<file path="src/rtl/cpu_pkg.sv">
// Shared pipeline constants: datapath width, register file geometry and the
// layout of the MEM/WB writeback control field.
package cpu_pkg;
  localparam int DATA_W          = 32;
  localparam int NREGS           = 32;
  localparam int REG_ADDR_W      = 5;
  localparam int WB_REGWRITE_BIT = 1;
  localparam int WB_MEMTOREG_BIT = 0;
endpackage : cpu_pkg

</file>
<file path="src/rtl/wb_select.sv">
// Writeback source mux and write-enable qualification (purely combinational).
module wb_select
  import cpu_pkg::*;
#(
  parameter int DATA_W = cpu_pkg::DATA_W
) (
  input  logic [1:0]            wb,
  input  logic [DATA_W-1:0]     read_data,
  input  logic [DATA_W-1:0]     alu_result,
  input  logic [REG_ADDR_W-1:0] write_reg,
  output logic [DATA_W-1:0]     wb_data,
  output logic [REG_ADDR_W-1:0] wb_reg,
  output logic                  wb_en
);

  logic wb_en_s;

  // Select writeback source; a write to r0 is never an effective write.
  always_comb begin
    if (wb[WB_MEMTOREG_BIT]) begin
      wb_data = read_data;
    end else begin
      wb_data = alu_result;
    end
    wb_en_s = wb[WB_REGWRITE_BIT] && (write_reg != {REG_ADDR_W{1'b0}});
    if (wb_en_s) begin
      wb_reg = write_reg;
    end else begin
      wb_reg = {REG_ADDR_W{1'b0}};
    end
  end

  assign wb_en = wb_en_s;

endmodule : wb_select

</file>
<file path="src/rtl/wb_regfile.sv">
// Writeback stage plus 32x32 architectural register file with two async read ports.
// Optional same-cycle write-through on reads is enabled by macro REGFILE_BYPASS_EN.
module wb_regfile
  import cpu_pkg::*;
#(
  parameter int DATA_W = cpu_pkg::DATA_W,
  parameter int NREGS  = cpu_pkg::NREGS
) (
  input  logic                  clk,
  input  logic                  rst_n,
  input  logic [1:0]            WB_in,
  input  logic [DATA_W-1:0]     ReadData_in,
  input  logic [DATA_W-1:0]     ALUResult_in,
  input  logic [REG_ADDR_W-1:0] WriteReg_in,
  input  logic [REG_ADDR_W-1:0] ReadReg1,
  input  logic [REG_ADDR_W-1:0] ReadReg2,
  output logic [DATA_W-1:0]     ReadData1,
  output logic [DATA_W-1:0]     ReadData2,
  output logic [DATA_W-1:0]     WBData,
  output logic [REG_ADDR_W-1:0] WBReg,
  output logic                  WBEn,
  output logic [31:0]           WBCount
);

  logic [DATA_W-1:0]     regs_r [NREGS];
  logic [31:0]           wb_count_r;
  logic [DATA_W-1:0]     wb_data_s;
  logic [REG_ADDR_W-1:0] wb_reg_s;
  logic                  wb_en_s;
  logic [DATA_W-1:0]     rd1_s;
  logic [DATA_W-1:0]     rd2_s;

  wb_select #(.DATA_W(DATA_W)) u_wb_select (
    .wb        (WB_in),
    .read_data (ReadData_in),
    .alu_result(ALUResult_in),
    .write_reg (WriteReg_in),
    .wb_data   (wb_data_s),
    .wb_reg    (wb_reg_s),
    .wb_en     (wb_en_s)
  );

  // Commit the selected value; r0 is excluded because wb_en_s is never set for it.
  always_ff @(posedge clk or negedge rst_n) begin
    if (!rst_n) begin
      for (int i = 0; i < NREGS; i++) begin
        regs_r[i] <= {DATA_W{1'b0}};
      end
    end else if (wb_en_s) begin
      regs_r[WriteReg_in] <= wb_data_s;
    end
  end

  // Committed-write counter, wraps silently.
  always_ff @(posedge clk or negedge rst_n) begin
    if (!rst_n) begin
      wb_count_r <= 32'd0;
    end else if (wb_en_s) begin
      wb_count_r <= wb_count_r + 32'd1;
    end
  end

  function automatic logic [DATA_W-1:0] read_port(
    input logic [REG_ADDR_W-1:0] addr,
    input logic [DATA_W-1:0]     stored
  );
    logic [DATA_W-1:0] value;
    if (addr == {REG_ADDR_W{1'b0}}) begin
      value = {DATA_W{1'b0}};
`ifdef REGFILE_BYPASS_EN
    end else if (wb_en_s && (addr == WriteReg_in)) begin
      value = wb_data_s;
`endif
    end else begin
      value = stored;
    end
    return value;
  endfunction

  // Asynchronous read ports.
  always_comb begin
    rd1_s = read_port(ReadReg1, regs_r[ReadReg1]);
    rd2_s = read_port(ReadReg2, regs_r[ReadReg2]);
  end

  assign ReadData1 = rd1_s;
  assign ReadData2 = rd2_s;
  assign WBData    = wb_data_s;
  assign WBReg     = wb_reg_s;
  assign WBEn      = wb_en_s;
  assign WBCount   = wb_count_r;

endmodule : wb_regfile

</file>
<file path="config.mk">
export PLATFORM = sky130hd
export DESIGN_NAME = wb_regfile
export DESIGN_NICKNAME = d
export VERILOG_FILES = /design/src/rtl/cpu_pkg.sv /design/src/rtl/wb_select.sv /design/src/rtl/wb_regfile.sv
export SDC_FILE = /design/constraint.sdc
export NUM_CORES = 2
export LEC_CHECK = 0
export CAP_MARGIN = 20
export CORE_MARGIN = 4
export CORE_UTILIZATION = 38
export CTS_BUF_LIST = sky130_fd_sc_hd__clkbuf_8
export CTS_CLUSTER_DIAMETER = 40
export CTS_CLUSTER_SIZE = 20
export DETAILED_ROUTE_END_ITERATION = 7
export GPL_TIMING_DRIVEN = 0
export HOLD_SLACK_MARGIN = 0.1
export SYNTH_ARGS = -nofsm -noshare
export SYNTH_HDL_FRONTEND = slang
export SYNTH_SLANG_ARGS = --single-unit
export TNS_END_PERCENT = 20
</file>
<file path="constraint.sdc">
create_clock -name clk -period 4.2 [get_ports clk]
set_input_delay 0.42 -clock clk [delete_from_list [all_inputs] [get_ports clk]]
set_output_delay 0.42 -clock clk [all_outputs]
set_load 0.01 [all_outputs]
</file>
Yosys cells after proc, flatten, opt, wreduce, memory -nomap -nowiden --
Index checks and enable logic that the tools add are counted.
Cells by class: add/sub/neg operators 1, reduce and logical (&&, ||, !) cells 5, muxes and demuxes 13, bitwise operators 3, magnitude comparators 4
Operators by type and width (count):
- $bwmux 1024 | 1
- $bmux 32 s5 | 2
- $mux 32 | 8
- $demux 32 s5 | 1
- $add 32x1->32 const B | 1
- $ge 6x6->1 const B | 3
- $not 5->6 | 3
- $logic_not 5->1 | 2
- $lt 6x1->1 const B | 1
- $mux 5 | 1
- $reduce_bool 5->1 | 1
- $logic_and 1x1->1 | 2
Word-level totals: input port bits 83, flip-flop bits (word level) 1056, logic and storage cells 59, output and inout bits 134

Logic depth before layout (Yosys ltp) --
depth after elaboration 6, gate-level depth with buffers 8, depth with buffers taken out 4

Cells and area by module --
Synthesis repeated with hierarchy kept, for this count alone.
Second synthesis, totals: cells, all modules 3668, area, all modules 56095.0 um2
By module, submodules not included:
- wb_regfile | area each 55659.6 um2, instances 1, cells each 3625
- wb_select | area each 435.4 um2, instances 1, cells each 43

Worst setup path before layout --
Ideal clock, no wire load.
path type input -> output, from in ReadReg2[0], to out ReadData2[12], arrival 1.888 ns, cell stages on the path 6, path slack 1.892 ns, buffers on the path 3, cell sequence buf_6 -> buf_6 -> buf_2 -> mux4_2 -> a221oi_1 -> a211oi_1
Between the ends: longest elaborated chain between the ends 5
Ends and longest elaborated chain:
- from (decl) | RTL line wb_regfile.sv:16 | input logic [REG_ADDR_W-1:0] ReadReg2,
- $not 5->6 (implied by the code) | RTL line wb_regfile.sv:83 | rd2_s = read_port(ReadReg2, regs_r[ReadReg2]);
- $bmux 32 s5 | RTL line wb_regfile.sv:83
- $mux 32 (implied by the code) (2 in a row) | RTL line wb_regfile.sv:83
- $mux 32 * | RTL line wb_regfile.sv:68 | if (addr == {REG_ADDR_W{1'b0}}) begin
- to (decl) | RTL line wb_regfile.sv:18 | output logic [DATA_W-1:0] ReadData2,
Every way passes the cells marked *; elsewhere a longest branch is shown, timed or not. The select of a mux whose other input is x is not followed.

Worst setup path in the final report --
from in ReadReg1[3], to out ReadData1[1]
Between the ends: longest elaborated chain between the ends 5
Ends and longest elaborated chain:
- from (decl) | RTL line wb_regfile.sv:15 | input logic [REG_ADDR_W-1:0] ReadReg1,
- $not 5->6 (implied by the code) | RTL line wb_regfile.sv:82 | rd1_s = read_port(ReadReg1, regs_r[ReadReg1]);
- $bmux 32 s5 | RTL line wb_regfile.sv:82
- $mux 32 (implied by the code) (2 in a row) | RTL line wb_regfile.sv:82
- $mux 32 * | RTL line wb_regfile.sv:68
- to (decl) | RTL line wb_regfile.sv:17 | output logic [DATA_W-1:0] ReadData1,
Marked as above.

==> impl_metrics.env <==
export IMPL_max_cap_violations=0
export IMPL_count_of_warnings_emitted_by_yosys=0
export IMPL_grt_setup_unrepaired="true"
export IMPL_post_drt_via_cell_ratio=6.53
export IMPL_drt_drc_violations_left=0
export IMPL_yosysTopAreaCellShare_pct=48.2
export IMPL_remaining_overflow_grt=0
export IMPL_type_of_destination_of_the_critical_path="output port"
export IMPL_grt_total_usage_pct=34.1
export IMPL_buffer_ports_inserted=203
export IMPL_nature_of_the_critical_path_startpoint="primary input"
export IMPL_synth_seq_area_share_pct=48.2
export IMPL_routed_wire_length_per_instance_um=34.8
export IMPL_design_portCount=217
export IMPL_synth_enable_flop_cells=0
export IMPL_rr_worst_depth=6
export IMPL_clk_pin_slew_worst_paths_ns=0.06
export IMPL_worst_slew_pin_slew_ns=1.29
export IMPL_setup_failing_eps_final=31
export IMPL_cell_area_after_synthesis_um2=54900
export IMPL_grt_pass1_wl_mm=364
export IMPL_critical_path_class="primary input to output port"
export IMPL_place_detailed_hpwl_mm=186
export IMPL_first_iter_violations=7790
export IMPL_detailroute_via_count=49400
export IMPL_syn_mean_instance_area_um2=10.8
export IMPL_area_grow_syn2layout_pct=17.0
export IMPL_cts_root_buf="clkbuf_8"
export IMPL_design_die_area_um2=151000
export IMPL_finalMaxSlewViolations=0
export IMPL_reg2reg_to="WBCount[28]$_DFFE_PN0P_"
export IMPL_grt_max_degree=176
export IMPL_die_h_um=388
export IMPL_antenna_found_initial=21
export IMPL_antenna_left=0
export IMPL_worst_r2r_startpoint="WBCount[2]$_DFFE_PN0P_"
export IMPL_worst_endpoint_arrival_ns=4.06
export IMPL_ff2ff_setup_slack_ns=2.21
export IMPL_min_period_ns=4.48
export IMPL_drive_above_1_share_pct=18.0
export IMPL_cts_buffers=170
export IMPL_finalWirelength_mm=264
export IMPL_floorplan_initialDensity_pct=38.2
export IMPL_worstPathMaxFanout=10
export IMPL_detailedRoute_firstPassIterationCount=8
export IMPL_dpl_instance_area_um2=59900
export IMPL_synth_top_cell_by_area="dfrtp_1"
export IMPL_tritoncts_clock_tree="done"
export IMPL_synth_cell_types=47
export IMPL_floorplan_core_area_um2=143000
export IMPL_cts_htree_levels=4
export IMPL_summed_negative_setup_slack_over_all_endpoints_ns=-2.36
export IMPL_power_density_cell_area_nw_per_um2=496
export IMPL_clock_skew_ns=0.0291
export IMPL_finalWeightedCongestion=0.995
export IMPL_ir_drop_mv=0.263
export IMPL_fillerInstances=13700
export IMPL_postLayoutSetupSlackWorst_ns=-0.284
export IMPL_setup_worst_path_start="ReadReg1[3]"
export IMPL_power_leakage_nw=27.5
export IMPL_cts_buffer_depth=3
export IMPL_final_cell_area_um2=64200
export IMPL_hold_violations=0
export IMPL_synth_area_top_cells="dfrtp_1, mux4_2, mux2i_1"
export IMPL_yosys_register_bits=1056
export IMPL_cp_required_ns=3.78
export IMPL_failed_checks="negative setup slack"
export IMPL_area_of_combinational_cells_with_multiple_inputs_um2=26000
export IMPL_ys_async_sr_fraction_pct=100
export IMPL_grt_pass1_vias=48000
export IMPL_std_cell_rows=139
export IMPL_final_core_util_pct=44.7
export IMPL_achievable_frequency_mhz=223
export IMPL_outcome="finished with violations"
export IMPL_ff_latch_area_um2=26400
export IMPL_clkLatencyLatePin_ns=0.91
export IMPL_fin_crit_sh_pct=107
export IMPL_ys_dominant_reg_cell="dfrtp_1"
export IMPL_syn_num_nets=5180
export IMPL_width_of_the_die_um=388
export IMPL_syn_inst=5096
export IMPL_cts_sinks=1056
export IMPL_nets=5595
export IMPL_fin_hold_ws_ns=0.116
export IMPL_worst_slew_margin_rel_pct=14.2
export IMPL_hold_path_class="primary input to async pin"
==> sequential cells by signal, indices dropped and copies added (netlist names) <==
signal,count
WBCount,32
regs_r,1024
==> cell usage in the layout (no fill, tap or decap), types with 17 or more instances in the layout <==
cell,synthesis,routed
dfrtp_1,1056,1056
nand2_1,595,595
a21oi_1,544,544
nor2_1,526,523
o21ai_0,514,514
mux2i_1,352,352
clkbuf_1,343,305
mux4_2,304,304
clkdlybuf4s50_1,0,202
clkbuf_8,0,192
buf_2,149,148
mux2_2,65,65
o221ai_1,64,64
a22oi_1,64,64
buf_4,50,55
nand4_1,54,54
a211oi_1,64,52
inv_1,36,50
mux4_1,48,48
nor2b_1,37,37
clkbuf_2,1,32
xnor2_1,30,30
a221oi_1,28,27
clkinvlp_4,0,24
clkinv_2,0,23
buf_8,0,23
o2111ai_1,20,20
clkinv_4,0,19
diode_2,0,18
a221oi_2,16,17
==> cell type report <==
cell class / instances / area share (%)
Sequential cell: 1056 / 41.2
Multi-Input combinational cell: 3447 / 40.5
Timing Repair Buffer: 245 / 4.32
Clock buffer: 192 / 4.12
Buffer: 555 / 4.06
Tap cell: 1903 / 3.71
Clock inverter: 120 / 1.87
Inverter: 36 / 0.210
Antenna cell: 18 / 0.0702
==> worst max-delay path by stage <==
stage / endpoint / depth (start not counted) / slack, ns
after global routing: ReadData2[20] / 6 / -0.04
after global placement: regs_r[721]$_DFFE_PN0P_ / 1 / -46.12
after floorplan: ReadData2[12] / 6 / 1.89
after CTS: ReadData2[20] / 8 / -0.11
after detailed placement: ReadData1[0] / 7 / -0.77
final: ReadData1[1] / 7 / -0.28
==> through the flow <==
step / worst slack [ns] / total power, W / instances
2_1_floorplan: 1.89 / 0.0183 / 5096
3_3_place_gp: -46.12 / 0.0211 / 7202
3_5_place_dp: -0.771 / 0.0214 / 7233
4_1_cts: -0.114 / 0.0315 / 7548
5_1_grt: -0.0374 / 0.0330 / 7562
6_report: -0.284 / 0.0319 / 7572
==> report_power, final <==
group	leakage, nW	total (W)	internal [W]	switching [W]
clock	1.96	0.0102	0.00521	0.00504
combinational	12.3	0.00742	0.00343	0.00399
sequential	13.2	0.0142	0.0123	0.00189
total	27.5	0.0319	0.0209	0.0109
==> critical path, cell delays in order <==
cell	delay [ns]
clkdlybuf4s50_1	0.57
clkbuf_2	0.33
nand2b_2	0.48
clkbuf_4	0.60
o21ai_0	0.20
a311oi_1	0.75
clkdlybuf4s50_1	0.69
==> what timing repair did <==
action / in CTS / in global routing
pin swaps: 1 / 0
resized for setup: 48 / 41
setup endpoints to repair: 63 / 47
hold endpoints to repair: 224 / 0
hold buffers: 2 / 0
buffers inserted: 3 / 0
==> logic make-up after synthesis <==
kind of cell / after synthesis / synth area share, %
AO/OA/AOI/OAI: 1359 / 14.3
XOR/XNOR: 31 / 0.495
adder cells (fa/ha/maj): 1 / 0.0228
buffers and inverters: 593 / 4.89
flip-flops: 1056 / 48.2
multiplexers: 769 / 22.5
AND/OR/NAND/NOR: 1287 / 9.63
==> cells in the mapped netlist, types with 6 or more instances <==
master / instances
dfrtp_1: 1056
nand2_1: 595
a21oi_1: 544
nor2_1: 526
o21ai_0: 514
mux2i_1: 352
clkbuf_1: 343
mux4_2: 304
buf_2: 149
mux2_2: 65
a211oi_1: 64
a22oi_1: 64
o221ai_1: 64
nand4_1: 54
buf_4: 50
mux4_1: 48
nor2b_1: 37
inv_1: 36
a311oi_1: 32
xnor2_1: 30
a221oi_1: 28
o2111ai_1: 20
a221oi_2: 16
nand3_1: 12
buf_6: 11
and2_1: 10
o21ai_1: 10
and3_1: 9
nand2b_1: 8
nand3b_1: 6
==> metal layers <==
layer | routed length (um) | up-vias | global-route usage, %
li1 | - | 19300 | -
met2 | 110000 | 4216 | 48.1
met3 | 38100 | 1144 | 14.9
met5 | 507 | - | 1.72
met4 | 21600 | 12 | 23.5
met1 | 93100 | 24700 | 41.8
Power figures use the tool's default switching activity.
